==> src/rtl/tape_pkg.sv <==
// Shared types and constants for the cassette tape decoder.
package tape_pkg;
  localparam logic [7:0] SYNC_BYTE = 8'hE6;
  // Blanking window and timeout as fractions of a bit cell.
  localparam int BLANK_NUM = 3;
  localparam int BLANK_DEN = 4;
  localparam int TMO_MULT  = 2;

  typedef enum logic [1:0] {
    IDLE = 2'd0,
    HUNT = 2'd1,
    DATA = 2'd2
  } state_e;
endpackage

==> src/rtl/tape_in_filter.sv <==
// Two-flop synchroniser plus glitch filter for the comparator input; flags accepted level changes.
module tape_in_filter #(
  parameter int FILTER_CYCLES = 16
) (
  input  logic clk,
  input  logic reset_n,
  input  logic tape_i,
  output logic level_o,
  output logic edge_o
);
  localparam int FW = $clog2(FILTER_CYCLES + 1);

  logic          sync1_q, sync2_q, level_q, edge_q;
  logic [FW-1:0] cnt_q;

  always_ff @(posedge clk or negedge reset_n) begin
    if (!reset_n) begin
      sync1_q <= 1'b0;
      sync2_q <= 1'b0;
      level_q <= 1'b0;
      edge_q  <= 1'b0;
      cnt_q   <= '0;
    end else begin
      sync1_q <= tape_i;
      sync2_q <= sync1_q;
      edge_q  <= 1'b0;
      // Count consecutive disagreeing samples; any agreement restarts the count.
      if (sync2_q != level_q) begin
        if (cnt_q == FW'(FILTER_CYCLES - 1)) begin
          level_q <= ~level_q;
          edge_q  <= 1'b1;
          cnt_q   <= '0;
        end else begin
          cnt_q <= cnt_q + 1'b1;
        end
      end else begin
        cnt_q <= '0;
      end
    end
  end

  assign level_o = level_q;
  assign edge_o  = edge_q;
endmodule

==> src/rtl/tape_decoder.sv <==
// Manchester tape receiver: hunts for the 0xE6 sync byte in either polarity, then strobes out bytes.
module tape_decoder
  import tape_pkg::*;
#(
  parameter int CELL_CYCLES   = 40000,
  parameter int FILTER_CYCLES = 16,
  parameter int CNT_W         = 20
) (
  input  logic       clk,
  input  logic       reset_n,
  input  logic       enable,
  input  logic       tape_in,
  output logic [7:0] data,
  output logic       data_valid,
  output logic       synced,
  output logic       sync_err
);
  localparam logic [CNT_W-1:0] BLANK = CNT_W'(BLANK_NUM * CELL_CYCLES / BLANK_DEN);
  localparam logic [CNT_W-1:0] TMO   = CNT_W'(TMO_MULT * CELL_CYCLES);

  logic level, edge_f;

  tape_in_filter #(.FILTER_CYCLES(FILTER_CYCLES)) u_filt (
    .clk    (clk),
    .reset_n(reset_n),
    .tape_i (tape_in),
    .level_o(level),
    .edge_o (edge_f)
  );

  state_e           state_q, state_d;
  logic [CNT_W-1:0] timer_q, timer_d;
  logic [7:0]       shift_q, shift_d, shifted;
  logic [2:0]       bcnt_q, bcnt_d;
  logic             pol_q, pol_d;
  logic [7:0]       data_q, data_d;
  logic             dv_q, dv_d, err_q, err_d;
  logic             mid_edge, timeout;

  assign shifted  = {shift_q[6:0], level};
  // Edges inside the blanking window are cell boundaries, not data.
  assign mid_edge = edge_f && (state_q != IDLE) && (timer_q >= BLANK);
  // A mid-cell edge landing on the last tick pre-empts the timeout.
  assign timeout  = (state_q != IDLE) && (timer_q == TMO - 1'b1) && !mid_edge;

  always_comb begin
    state_d = state_q;
    timer_d = timer_q;
    shift_d = shift_q;
    bcnt_d  = bcnt_q;
    pol_d   = pol_q;
    data_d  = data_q;
    dv_d    = 1'b0;
    err_d   = 1'b0;

    if (state_q == IDLE || mid_edge) timer_d = '0;
    else if (timer_q < TMO)          timer_d = timer_q + 1'b1;

    case (state_q)
      IDLE: begin
        shift_d = '0;
        if (enable) state_d = HUNT;
      end
      HUNT: begin
        if (mid_edge) begin
          shift_d = shifted;
          if (shifted == SYNC_BYTE || shifted == ~SYNC_BYTE) begin
            pol_d   = (shifted != SYNC_BYTE);
            bcnt_d  = '0;
            state_d = DATA;
          end
        end else if (timeout) begin
          shift_d = '0;
        end
      end
      DATA: begin
        if (mid_edge) begin
          shift_d = shifted;
          bcnt_d  = bcnt_q + 3'd1;
          if (bcnt_q == 3'd7) begin
            data_d = shifted ^ {8{pol_q}};
            dv_d   = 1'b1;
          end
        end else if (timeout) begin
          err_d   = 1'b1;
          shift_d = '0;
          state_d = HUNT;
        end
      end
      default: state_d = IDLE;
    endcase

    // A byte completing as enable falls is still delivered.
    if (!enable) begin
      state_d = IDLE;
      err_d   = 1'b0;
    end
  end

  always_ff @(posedge clk or negedge reset_n) begin
    if (!reset_n) begin
      state_q <= IDLE;
      timer_q <= '0;
      shift_q <= '0;
      bcnt_q  <= '0;
      pol_q   <= 1'b0;
      data_q  <= '0;
      dv_q    <= 1'b0;
      err_q   <= 1'b0;
    end else begin
      state_q <= state_d;
      timer_q <= timer_d;
      shift_q <= shift_d;
      bcnt_q  <= bcnt_d;
      pol_q   <= pol_d;
      data_q  <= data_d;
      dv_q    <= dv_d;
      err_q   <= err_d;
    end
  end

  assign data       = data_q;
  assign data_valid = dv_q;
  assign synced     = (state_q == DATA);
  assign sync_err   = err_q;
endmodule
==> config.mk <==
export PLATFORM = sky130hd
export DESIGN_NAME = tape_decoder
export DESIGN_NICKNAME = d
export VERILOG_FILES = /design/src/rtl/tape_pkg.sv /design/src/rtl/tape_in_filter.sv /design/src/rtl/tape_decoder.sv
export SDC_FILE = /design/constraint.sdc
export NUM_CORES = 1
export LEC_CHECK = 0
export ABC_AREA = 1
export BUFFER_PORTS_ARGS = -buffer_cell sky130_fd_sc_hd__buf_2
export CAP_MARGIN = 20
export CORE_AREA = 2 2 76 78
export DETAILED_ROUTE_END_ITERATION = 10
export DIE_AREA = 0 0 78 80
export PLACE_DENSITY = 0.71
export SKIP_CTS_REPAIR_TIMING = 1
export SYNTH_ARGS = -nofsm -noshare
export SYNTH_HDL_FRONTEND = slang
export SYNTH_SLANG_ARGS = --single-unit
==> constraint.sdc <==
create_clock -name clk -period 2 [get_ports clk]
set_input_delay 0.3 -clock clk [delete_from_list [all_inputs] [get_ports clk]]
set_output_delay 0.3 -clock clk [all_outputs]
set_load 0.005 [all_outputs]
==> results.md <==
- Die height: ~80 um
- R2r startpoint: state_q[0]
- Final Hold Fails: 0
- Pwr dens: 741 nW/um^2
- Routed len/inst: between 10 and 15 um
- Clk_lat worst skew: around 0.30 ns
- Multi-input gate area: 1400 sq um
- Leakage power: 1.70 nW
- Internal: 1.53 mW
- Post-route antenna net violation count: 0
- WP data required: 2.20 ns
- CTS clk-pin slew, worst paths: 0.09 ns
- Layout Cells excl Fill: between 400 and 500
- Yosys top cell by area: dfrtp_1
- CORE AREA: 5410 sq um
- Met2 wire length: 2310 um
- Clock Tree Root: clkbuf_8
- Vias per cell: 5.08
- Die area: roughly 6200 sq um
- Area contributors post-synth: dfrtp_1 (45%), nand2_1 (12%), nor2_1 (5.2%)
- Ys async rst share: 1.00
- Min Clock Period, post-route: 1.73 ns
- Post-Syn Instances: about 350
- Post-Syn Area: 2890 sq um
- Status: finished clean
- DRC violations left: 0
- # IOs: 15
- Reg-to-Reg End: state_q[1]
- Final Skew: 0.0100 ns
- RSZ-0062 raised after global routing: false
- Peak VDD IR: between 0.3 and 0.4 mV
- Commonest non-fill, non-tap cells in the layout: nand2_1 (93), dfrtp_1 (52), nor2_1 (40)
- Register area share after synthesis: 0.451
- Gr ovfl total: 0
- Fmax: just under 600 MHz
- Area delta synth->final: 8.93%
- CTS H-tree depth: 2
- Num rows: 27
- Initial DRT Pass Iterations: 4
- CTS buffer count: 5
- Post-Route WL: 5310 um
- Worst setup SP type: flop
- Kind of critical path: flop to flop
- GPL Wtd Cong: about 0.9
- Ant diodes: 0
- Initial DRC Count: 204
- Fin. max-slew vios: 0
- Max-cap violations: 0
- Clk pwr share: 0.268
- Setup TNS: 0 ns
- Sequential power share: 0.498
- Syn_nets: 363
- Mean post-synth cell area: 8.27 sq um
- Register Area: 1300 sq um
- Initial Util: 0.534
- Sink of the worst hold path: u_filt.sync1_q
- Inst Count DP: 431
- #FFs+latches synth: 52
- Reg2reg setup slack: 0.27 ns
- Fill cells: 506
- Top-area cell type share of the netlist area: 0.451
- Comb pwr share: 0.234
- Period utilization: 0.865
- Worst min-delay path category: input port to flop
- Crit end category: flop
- Synth warn: 0
- Crit-path max FO: 5
- Fin nets: 381
- First-pass GRT wire length: 9180 um
- Tot GR Track Use: 0.186
- Worst hold start: tape_in
- Layout cell share with drive strength beyond 1: 0.136
- Pin count of the biggest net entering global routing: 32
- Worst R2R Path Depth: 11
- Clock Path Buffers: 2
- Number of synthesized flops with an enable pin: 0
- CTS tree: yes
- CTS sink count: 52
- Final worst slack: about 0.27 ns
- Critical Path AT: ~1.9 ns
- Dpl hpwl: 4000 um
- Sw power: 0.798 mW
- Top routing layer in use: met4
- Most used DFF post-synth: dfrtp_1
- Switching Share: 0.342
- Number of distinct library cells after synthesis: 34
- Power, Total: 2.33 mW
- WL met3: 259 um
- Vias in the first global route: around 2000
- Relative slew slack: 0.665
- Vias: 2235
- Die width: 78 um
- Number of setup violations in the final report: 0
- Port bufs: 14
- Initial antenna violation count: 0
- Worst Max-Slew Pin Slew: 0.503 ns
- Metal1 wirelength: 2690 um
- Commonest non-fill, non-tap cell in the layout: nand2_1
- Worst slack at placement: approximately 0.32 ns
- Hold Crit Depth: 1
- Hold slack final: 0.105 ns
[registers in the layout (all words and copies together) (netlist names)]
register	cells
u_filt.level_o	1
bcnt_q	3
u_filt.cnt_q	5
u_filt.sync2_q	1
data	8
u_filt.sync1_q	1
u_filt.edge_o	1
pol_q	1
data_valid	1
state_q	2
timer_q	20
shift_q	7
sync_err	1
[final cells by class]
type                            count  share of cell area
Timing Repair Buffer               16              0.0318
Clock buffer                        6              0.0263
Clock inverter                      2             0.00477
Sequential cell                    52               0.414
Inverter                           40              0.0509
Multi-Input combinational cell    252               0.444
Tap cell                           72              0.0286
[stage by stage]
stage / area [sq um] / util
2_1_floorplan: 2890 / -
3_3_place_gp: 3040 / 0.562
3_5_place_dp: 3040 / 0.562
4_1_cts: 3140 / 0.580
5_1_grt: 3150 / 0.582
6_report: 3150 / 0.582
[worst max-delay path, cell delays in order, from the launching register on]
cell and delay (ns):
dfrtp_1 0.45, inv_1 0.09, ha_1 0.21, inv_1 0.16
nand4_1 0.14, nor2_1 0.11, and2_1 0.12, nand2_1 0.07
nand2_1 0.09, nand2_1 0.07, nand3_1 0.07, nand2_1 0.05
[power by group through the flow]
stage | registers (mW) | clock network (mW) | logic (mW)
floorplan | 1.17 | 0 | 0.433
global placement | 1.17 | 0 | 0.538
detailed placement | 1.18 | 0 | 0.554
CTS | 1.16 | 0.652 | 0.553
global route | 1.17 | 0.694 | 0.623
finish | 1.16 | 0.624 | 0.546
[worst max-delay path by stage]
stage | end | slack (ns) | from
6_report | state_q[1] | 0.27 | state_q[0]
5_1_grt | data[6] | 0.06 | state_q[0]
4_1_cts | state_q[1] | 0.27 | state_q[0]
3_5_place_dp | state_q[0] | 0.32 | state_q[0]
3_3_place_gp | state_q[0] | 0.33 | state_q[0]
2_1_floorplan | state_q[0] | 0.49 | state_q[0]
[cell families after synthesis]
logic type,Yosys count,synth area share
buf+inv,45,0.0659
xor+xnor,19,0.0576
compound gates,27,0.0585
fa+ha+maj,10,0.0433
flops,52,0.451
simple gates,196,0.324
[routing by layer]
metal / vias to the layer above / GRT usage
met3: 5 / 0.0373
met5: - / 0
met1: 1025 / 0.260
met4: 0 / 0.0561
met2: 43 / 0.294
li1: 1162 / -
[synthesized netlist by cell type (5+ instances only)]
library cell,n
xor2_1,16
dfrtp_1,52
nand3_1,17
ha_1,10
a21oi_1,7
o21ai_0,11
inv_1,35
nor3_1,5
nand4_1,18
nand2_2,6
nor2_1,40
nand2_1,93
Note: power is estimated with default switching activity, not from simulation.
